[src/rtl/arch_defs_pkg.sv]
// Shared SAP-2 architecture definitions: opcodes, sequencer states and fetch constants.
package arch_defs_pkg;

    localparam int MAX_STEPS       = 8;
    localparam int BYTES_PER_FETCH = 4;

    typedef enum logic [7:0] {
        OP_NOP   = 8'h00,
        OP_STA   = 8'h32,
        OP_LDA   = 8'h3A,
        OP_MVI_A = 8'h3E,
        OP_HLT   = 8'h76,
        OP_ADD_C = 8'h81,
        OP_XRA_C = 8'hA9,
        OP_JMP   = 8'hC3
    } opcode_t;

    typedef enum logic [2:0] {
        S_FETCH_ADDR,
        S_FETCH_READ,
        S_FETCH_LATCH,
        S_CHK_MORE_BYTES,
        S_EXECUTE,
        S_LATCH,
        S_HALT
    } seq_state_t;

endpackage

[src/rtl/seq_step_counter.sv]
// Loadable down-counter for execute microsteps; exposes the up-counting step index.
module seq_step_counter #(
    parameter int STEP_W = 3
) (
    input  logic              clk,
    input  logic              reset,
    input  logic              load,
    input  logic              en,
    input  logic              clr,
    input  logic [STEP_W:0]   load_val,
    output logic [STEP_W-1:0] step,
    output logic              done
);

    logic [STEP_W:0]   remain_reg;
    logic [STEP_W-1:0] step_reg;

    always_ff @(posedge clk or negedge reset) begin
        if (!reset) begin
            remain_reg <= '0;
            step_reg   <= '0;
        end else if (clr) begin
            remain_reg <= '0;
            step_reg   <= '0;
        end else if (load) begin
            remain_reg <= load_val;
            step_reg   <= '0;
        end else if (en && (remain_reg != '0)) begin
            remain_reg <= remain_reg - 1'b1;
            step_reg   <= step_reg + 1'b1;
        end
    end

    // Done on the last remaining step so the FSM leaves EXECUTE on that edge.
    assign done = (remain_reg == (STEP_W+1)'(1));
    assign step = step_reg;

endmodule

[src/rtl/instr_cycle_sequencer.sv]
// SAP-2 instruction-cycle FSM: byte fetch, execute microsteps and result latch strobes.
module instr_cycle_sequencer #(
    parameter int MAX_STEPS = arch_defs_pkg::MAX_STEPS,
    parameter int STEP_W    = $clog2(MAX_STEPS)
) (
    input  logic              clk,
    input  logic              reset,
    input  logic [7:0]        opcode_i,
    input  logic [1:0]        instr_len_i,
    input  logic [STEP_W:0]   exec_len_i,
    input  logic              mem_ready_i,
    output logic              pc_to_mar_o,
    output logic              mem_rd_o,
    output logic              ir_load_o,
    output logic              temp1_load_o,
    output logic              temp2_load_o,
    output logic              pc_inc_o,
    output logic              exec_o,
    output logic [STEP_W-1:0] step_o,
    output logic              latch_o,
    output logic              halted_o,
    output logic              illegal_o
);

    import arch_defs_pkg::*;

    localparam logic [STEP_W:0] EXEC_MAX = (STEP_W+1)'(MAX_STEPS);

    seq_state_t        state_reg, state_next;
    logic [1:0]        byte_cnt_reg, byte_cnt_next;
    logic [1:0]        len_reg, len_next;
    logic              illegal_reg, illegal_next;
    logic              run_reg;
    logic [1:0]        eff_len, byte_plus;
    logic              cnt_load, cnt_en, cnt_clr, step_done;
    logic [STEP_W-1:0] step_idx;
    logic [2:0]        byte_load;

    // run_reg holds the first fetch off until the first edge after reset release.
    always_ff @(posedge clk or negedge reset) begin
        if (!reset) begin
            state_reg    <= S_FETCH_ADDR;
            byte_cnt_reg <= '0;
            len_reg      <= '0;
            illegal_reg  <= 1'b0;
            run_reg      <= 1'b0;
        end else begin
            state_reg    <= state_next;
            byte_cnt_reg <= byte_cnt_next;
            len_reg      <= len_next;
            illegal_reg  <= illegal_next;
            run_reg      <= 1'b1;
        end
    end

    always_comb begin
        state_next    = state_reg;
        byte_cnt_next = byte_cnt_reg;
        len_next      = len_reg;
        illegal_next  = illegal_reg;
        cnt_load      = 1'b0;
        cnt_en        = 1'b0;
        cnt_clr       = 1'b0;
        byte_plus     = byte_cnt_reg + 2'd1;
        // Length is only trusted from the decoder while IR holds byte 1.
        eff_len       = (byte_cnt_reg == 2'd0) ? instr_len_i : len_reg;
        case (state_reg)
            S_FETCH_ADDR:  if (run_reg) state_next = S_FETCH_READ;
            S_FETCH_READ:  if (mem_ready_i) state_next = S_FETCH_LATCH;
            S_FETCH_LATCH: state_next = S_CHK_MORE_BYTES;
            S_CHK_MORE_BYTES: begin
                byte_cnt_next = byte_plus;
                if (byte_cnt_reg == 2'd0) len_next = instr_len_i;
                if ((eff_len == 2'd0) || (exec_len_i > EXEC_MAX)) begin
                    illegal_next = 1'b1;
                    state_next   = S_HALT;
                end else if (opcode_i == OP_HLT) begin
                    state_next = S_HALT;
                end else if (byte_plus < eff_len) begin
                    state_next = S_FETCH_ADDR;
                end else if (exec_len_i == '0) begin
                    state_next = S_LATCH;
                end else begin
                    state_next = S_EXECUTE;
                    cnt_load   = 1'b1;
                end
            end
            S_EXECUTE: begin
                cnt_en = 1'b1;
                if (step_done) state_next = S_LATCH;
            end
            S_LATCH: begin
                cnt_clr       = 1'b1;
                byte_cnt_next = '0;
                state_next    = S_FETCH_ADDR;
            end
            S_HALT:  state_next = S_HALT;
            default: state_next = S_FETCH_ADDR;
        endcase
    end

    seq_step_counter #(.STEP_W(STEP_W)) u_step (
        .clk      (clk),
        .reset    (reset),
        .load     (cnt_load),
        .en       (cnt_en),
        .clr      (cnt_clr),
        .load_val (exec_len_i),
        .step     (step_idx),
        .done     (step_done)
    );

    for (genvar gi = 0; gi < 3; gi++) begin : g_byte_load
        assign byte_load[gi] = (state_reg == S_FETCH_LATCH) && (byte_cnt_reg == 2'(gi));
    end

    assign pc_to_mar_o  = run_reg && (state_reg == S_FETCH_ADDR);
    assign mem_rd_o     = (state_reg == S_FETCH_READ);
    assign ir_load_o    = byte_load[0];
    assign temp1_load_o = byte_load[1];
    assign temp2_load_o = byte_load[2];
    assign pc_inc_o     = (state_reg == S_FETCH_LATCH);
    assign exec_o       = (state_reg == S_EXECUTE);
    assign step_o       = exec_o ? step_idx : '0;
    assign latch_o      = (state_reg == S_LATCH);
    assign halted_o     = (state_reg == S_HALT);
    assign illegal_o    = illegal_reg;

endmodule

[config.mk]
export PLATFORM = sky130hd
export DESIGN_NAME = instr_cycle_sequencer
export DESIGN_NICKNAME = d
export VERILOG_FILES = /design/src/rtl/arch_defs_pkg.sv /design/src/rtl/seq_step_counter.sv /design/src/rtl/instr_cycle_sequencer.sv
export SDC_FILE = /design/constraint.sdc
export NUM_CORES = 1
export LEC_CHECK = 0
export CAP_MARGIN = 20
export CORE_MARGIN = 5
export CORE_UTILIZATION = 47
export CTS_CLUSTER_DIAMETER = 50
export CTS_CLUSTER_SIZE = 12
export DETAILED_ROUTE_END_ITERATION = 6
export PLACE_DENSITY = 0.88
export SLEW_MARGIN = 20
export SYNTH_ARGS = -nofsm -noshare
export SYNTH_HDL_FRONTEND = slang
export SYNTH_SLANG_ARGS = --single-unit
[constraint.sdc]
create_clock -name clk -period 2.5 [get_ports clk]
set_input_delay 0.25 -clock clk [delete_from_list [all_inputs] [get_ports clk]]
set_output_delay 0.25 -clock clk [all_outputs]
set_load 0.05 [all_outputs]
==> key figures <==
Floorplanning
  – Die ar.: 3390 um^2
  – Core area: approximately 2200 um^2
  – Row count: 17
  – I/O Pins: 30
  – Die H: around 58 um
  – DIE WIDTH: 58.2 um
  – Initial Util: ~49%

Clock tree
  – Inserted Clock Buffers: 3
  – # hold bufs at CTS: 0
  – Worst-path clk slew: ~90 ps
  – Setup bufs post-CTS: 0
  – Clock root buffer: clkbuf_4
  – TritonCTS clock tree: built
  – CTS sink cnt: 16
  – Clock Path Buffers: 2
  – Clock Latency Late Sink: around 300 ps
  – # H-tree levels: 1
  – Post_cts resized: 0

Final layout
  – Layout cell share with drive strength beyond 1: 13.9%
  – Fin util: approximately two thirds
  – Nets: 171
  – Filler instances: between 150 and 200
  – FF+latch area: about 400 um^2
  – Diode count: 0
  – Area Overhead vs Synth: 34.2%
  – Footprint of the multi-input gates: around 670 um^2
  – Largest register FFs: 4

Setup path
  – WS Path Type: register to register
  – Crit path DAT: around 2600 ps
  – Worst Path Required: 2680 ps
  – CP Capture Type: register
  – Crit Path Max Fanout: 7
  – Worst setup SP type: register

STA
  – RSZ-0062 raised after global routing: no
  – Worst Tran Pin Value: between 700 and 800 ps
  – Fmax: roughly 410 MHz
  – Max Slew Vio Count: 0
  – Fin crit period: between 2000 and 2500 ps
  – Hold Fails Final Rpt: 0
  – Setup TNS: 0 ps
  – Endpoints failing setup: 0
  – Period utilization: 96.4%
  – Slew HR: between 50% and 60%
  – Clk_skew: 8.10 ps

Global route
  – Largest net degree at the start of global routing: 17
  – Initial antenna violation count: 0
  – Vias in the first global route: 966
  – Global-route wire length before repair: approximately 4300 um
  – Overflow after GRT: 0
  – Total GRT Usage: about 16%

Worst hold path
  – Hold crit path type: primary input to async pin

Detailed routing
  – Routed wire length: about 2700 um
  – 1st-pass router iterations: 5
  – Vias: 982
  – # DRC: 0
  – Vias/cell: approximately 5.7
  – Wire per inst: 15.5 um
  – DRT iter0 DRCs: 24
  – Routed Antenna Nets: 0

Synth
  – Sequential share of the synthesized area: roughly 37%
  – Async set or reset register ratio after synthesis: between 90% and 100%
  – Gate Count Post-Synth: approximately 120
  – Avg Synthesized Cell Area: 9.42 um^2
  – Post-synth net total: roughly 140
  – #FFs+latches synth: 16
  – Post-synth EDFFs: 0
  – Post-synthesis instance area: around 1100 um^2
  – Synth cell types: 42
  – Top FF cell, synth: dfrtp_1
  – Ys Warns: 0

Place
  – Placed wire-length estimate: between 2000 and 2500 um
  – GPL Wtd Cong: 0.805
  – Port buffer count: 29

Power
  – Worst vdd ir: roughly 0.00086 V
  – Power Dens Cells: around 1200 nW/um^2
  – LEAKAGE: roughly 0.00070 uW

Job
  – Maxcap violations: 0

Run status
  – Outcome: complete, no violations
## layout by cell type (no fill, tap or decap), types with 2 or more instances in the layout
| master | netlist | layout |
|---|---|---|
| ha_1 | 8 | 6 |
| nand3_1 | 4 | 4 |
| dfrtp_1 | 16 | 15 |
| dlymetal6s2s_1 | 0 | 6 |
| nand2_1 | 8 | 8 |
| a21oi_1 | 5 | 5 |
| a211oi_1 | 2 | 2 |
| nor3_1 | 7 | 6 |
| mux2_2 | 2 | 2 |
| and2_1 | 5 | 5 |
| nor2_1 | 7 | 7 |
| nor2b_1 | 2 | 2 |
| clkbuf_4 | 0 | 3 |
| xnor2_1 | 2 | 2 |
| mux2i_1 | 3 | 2 |
| nor3b_1 | 3 | 3 |
| mux2_4 | 2 | 2 |
| inv_1 | 7 | 7 |
| o31ai_1 | 4 | 4 |
| and3_1 | 2 | 2 |
| clkdlybuf4s50_1 | 0 | 23 |
| o21ai_0 | 2 | 2 |
## synthesized netlist by cell type, types with 2 or more instances
cell	number	share of area, %
dfrtp_1	16	37
ha_1	8	9.2
nand2_1	8	2.7
inv_1	7	2.4
nor2_1	7	2.4
nor3_1	7	3.2
a21oi_1	5	2.3
and2_1	5	2.9
nand3_1	4	1.8
o31ai_1	4	2.7
clkbuf_1	3	1.0
mux2i_1	3	2.7
nor3b_1	3	2.1
a211oi_1	2	1.4
and3_1	2	1.1
mux2_2	2	2.1
mux2_4	2	2.7
nor2b_1	2	1.1
o21ai_0	2	0.92
xnor2_1	2	1.6
## metal layers
metal  GRT usage [%]  vias to the layer above  wire, um
met2            28.9                       30      1370
met3            3.56                        7       135
met4            6.95                        0        55
met5               0                        -         0
li1                -                      466         -
met1            19.1                      479      1110
## path summary, 6_finish.rpt
| kind | slack, ps | depth (start not counted) | to | startpoint |
|---|---|---|---|---|
| max | 90 | 9 | u_step.remain_reg[1]$_DFFE_PN0P_ | byte_cnt_reg[0]$_DFFE_PN0P_ |
| min | 370 | 1 | byte_cnt_reg[1]$_DFFE_PN0P_ | reset |
| max reg2reg | 90 | 9 | u_step.remain_reg[1]$_DFFE_PN0P_ | byte_cnt_reg[0]$_DFFE_PN0P_ |
| min reg2reg | 470 | 1 | illegal_o$_DFFE_PN0P_ | illegal_o$_DFFE_PN0P_ |
| max in group asynchronous | 1640 | 1 | byte_cnt_reg[0]$_DFFE_PN0P_ | reset |
| min in group clk | 470 | 1 | illegal_o$_DFFE_PN0P_ | illegal_o$_DFFE_PN0P_ |
## stage by stage
| step | cells | hold slack (ps) | setup slack [ps] | total power (uW) | cell area (um^2) |
|---|---|---|---|---|---|
| floorplan | 116 | -45.6 | 2.41 | 1230 | 1100 |
| global placement | 169 | 457 | 203 | 1440 | 1400 |
| detailed placement | 169 | 457 | 60.7 | 1500 | 1400 |
| CTS | 172 | 399 | 4.34 | 1640 | 1430 |
| global route | 172 | 426 | 0.670 | 1820 | 1470 |
| finish | 172 | 369 | 89.8 | 1710 | 1470 |
## cell families (layout without fill, tap and decap cells)
| family | after synthesis | after routing | synth area share, % |
|---|---|---|---|
| muxes | 7 | 7 | 7.56 |
| AOI/OAI and AO/OA | 20 | 20 | 12.5 |
| buffers and inverters | 12 | 40 | 4.93 |
| other | 1 | 1 | 0.343 |
| and+or+nand+nor | 49 | 49 | 26.5 |
| adders and majority gates | 8 | 8 | 9.16 |
| DFF | 16 | 16 | 36.7 |
| xor gates and xnor gates | 3 | 3 | 2.41 |
## cell type report
type	instances	area share (%)
multi-input cells	88	45.6
flip-flops and latches	16	27.4
repair buffers	30	21.3
well taps	28	2.39
inverters	7	1.79
clock buffers	3	1.54
## critical path: stages (launching register included)
cell and delay, ps:
dfrtp_2 460, inv_1 130, ha_4 200, mux2i_2 270, ha_2 240, inv_1 50
a311oi_2 210, and3_4 250, and2_4 190, mux2_4 300
## power breakdown
group          switching (uW)  internal [uW]  total, uW
clock                    82.6           56.2        139
sequential                157            371        528
combinational             584            460       1040
(Power assumes the default switching activity.)
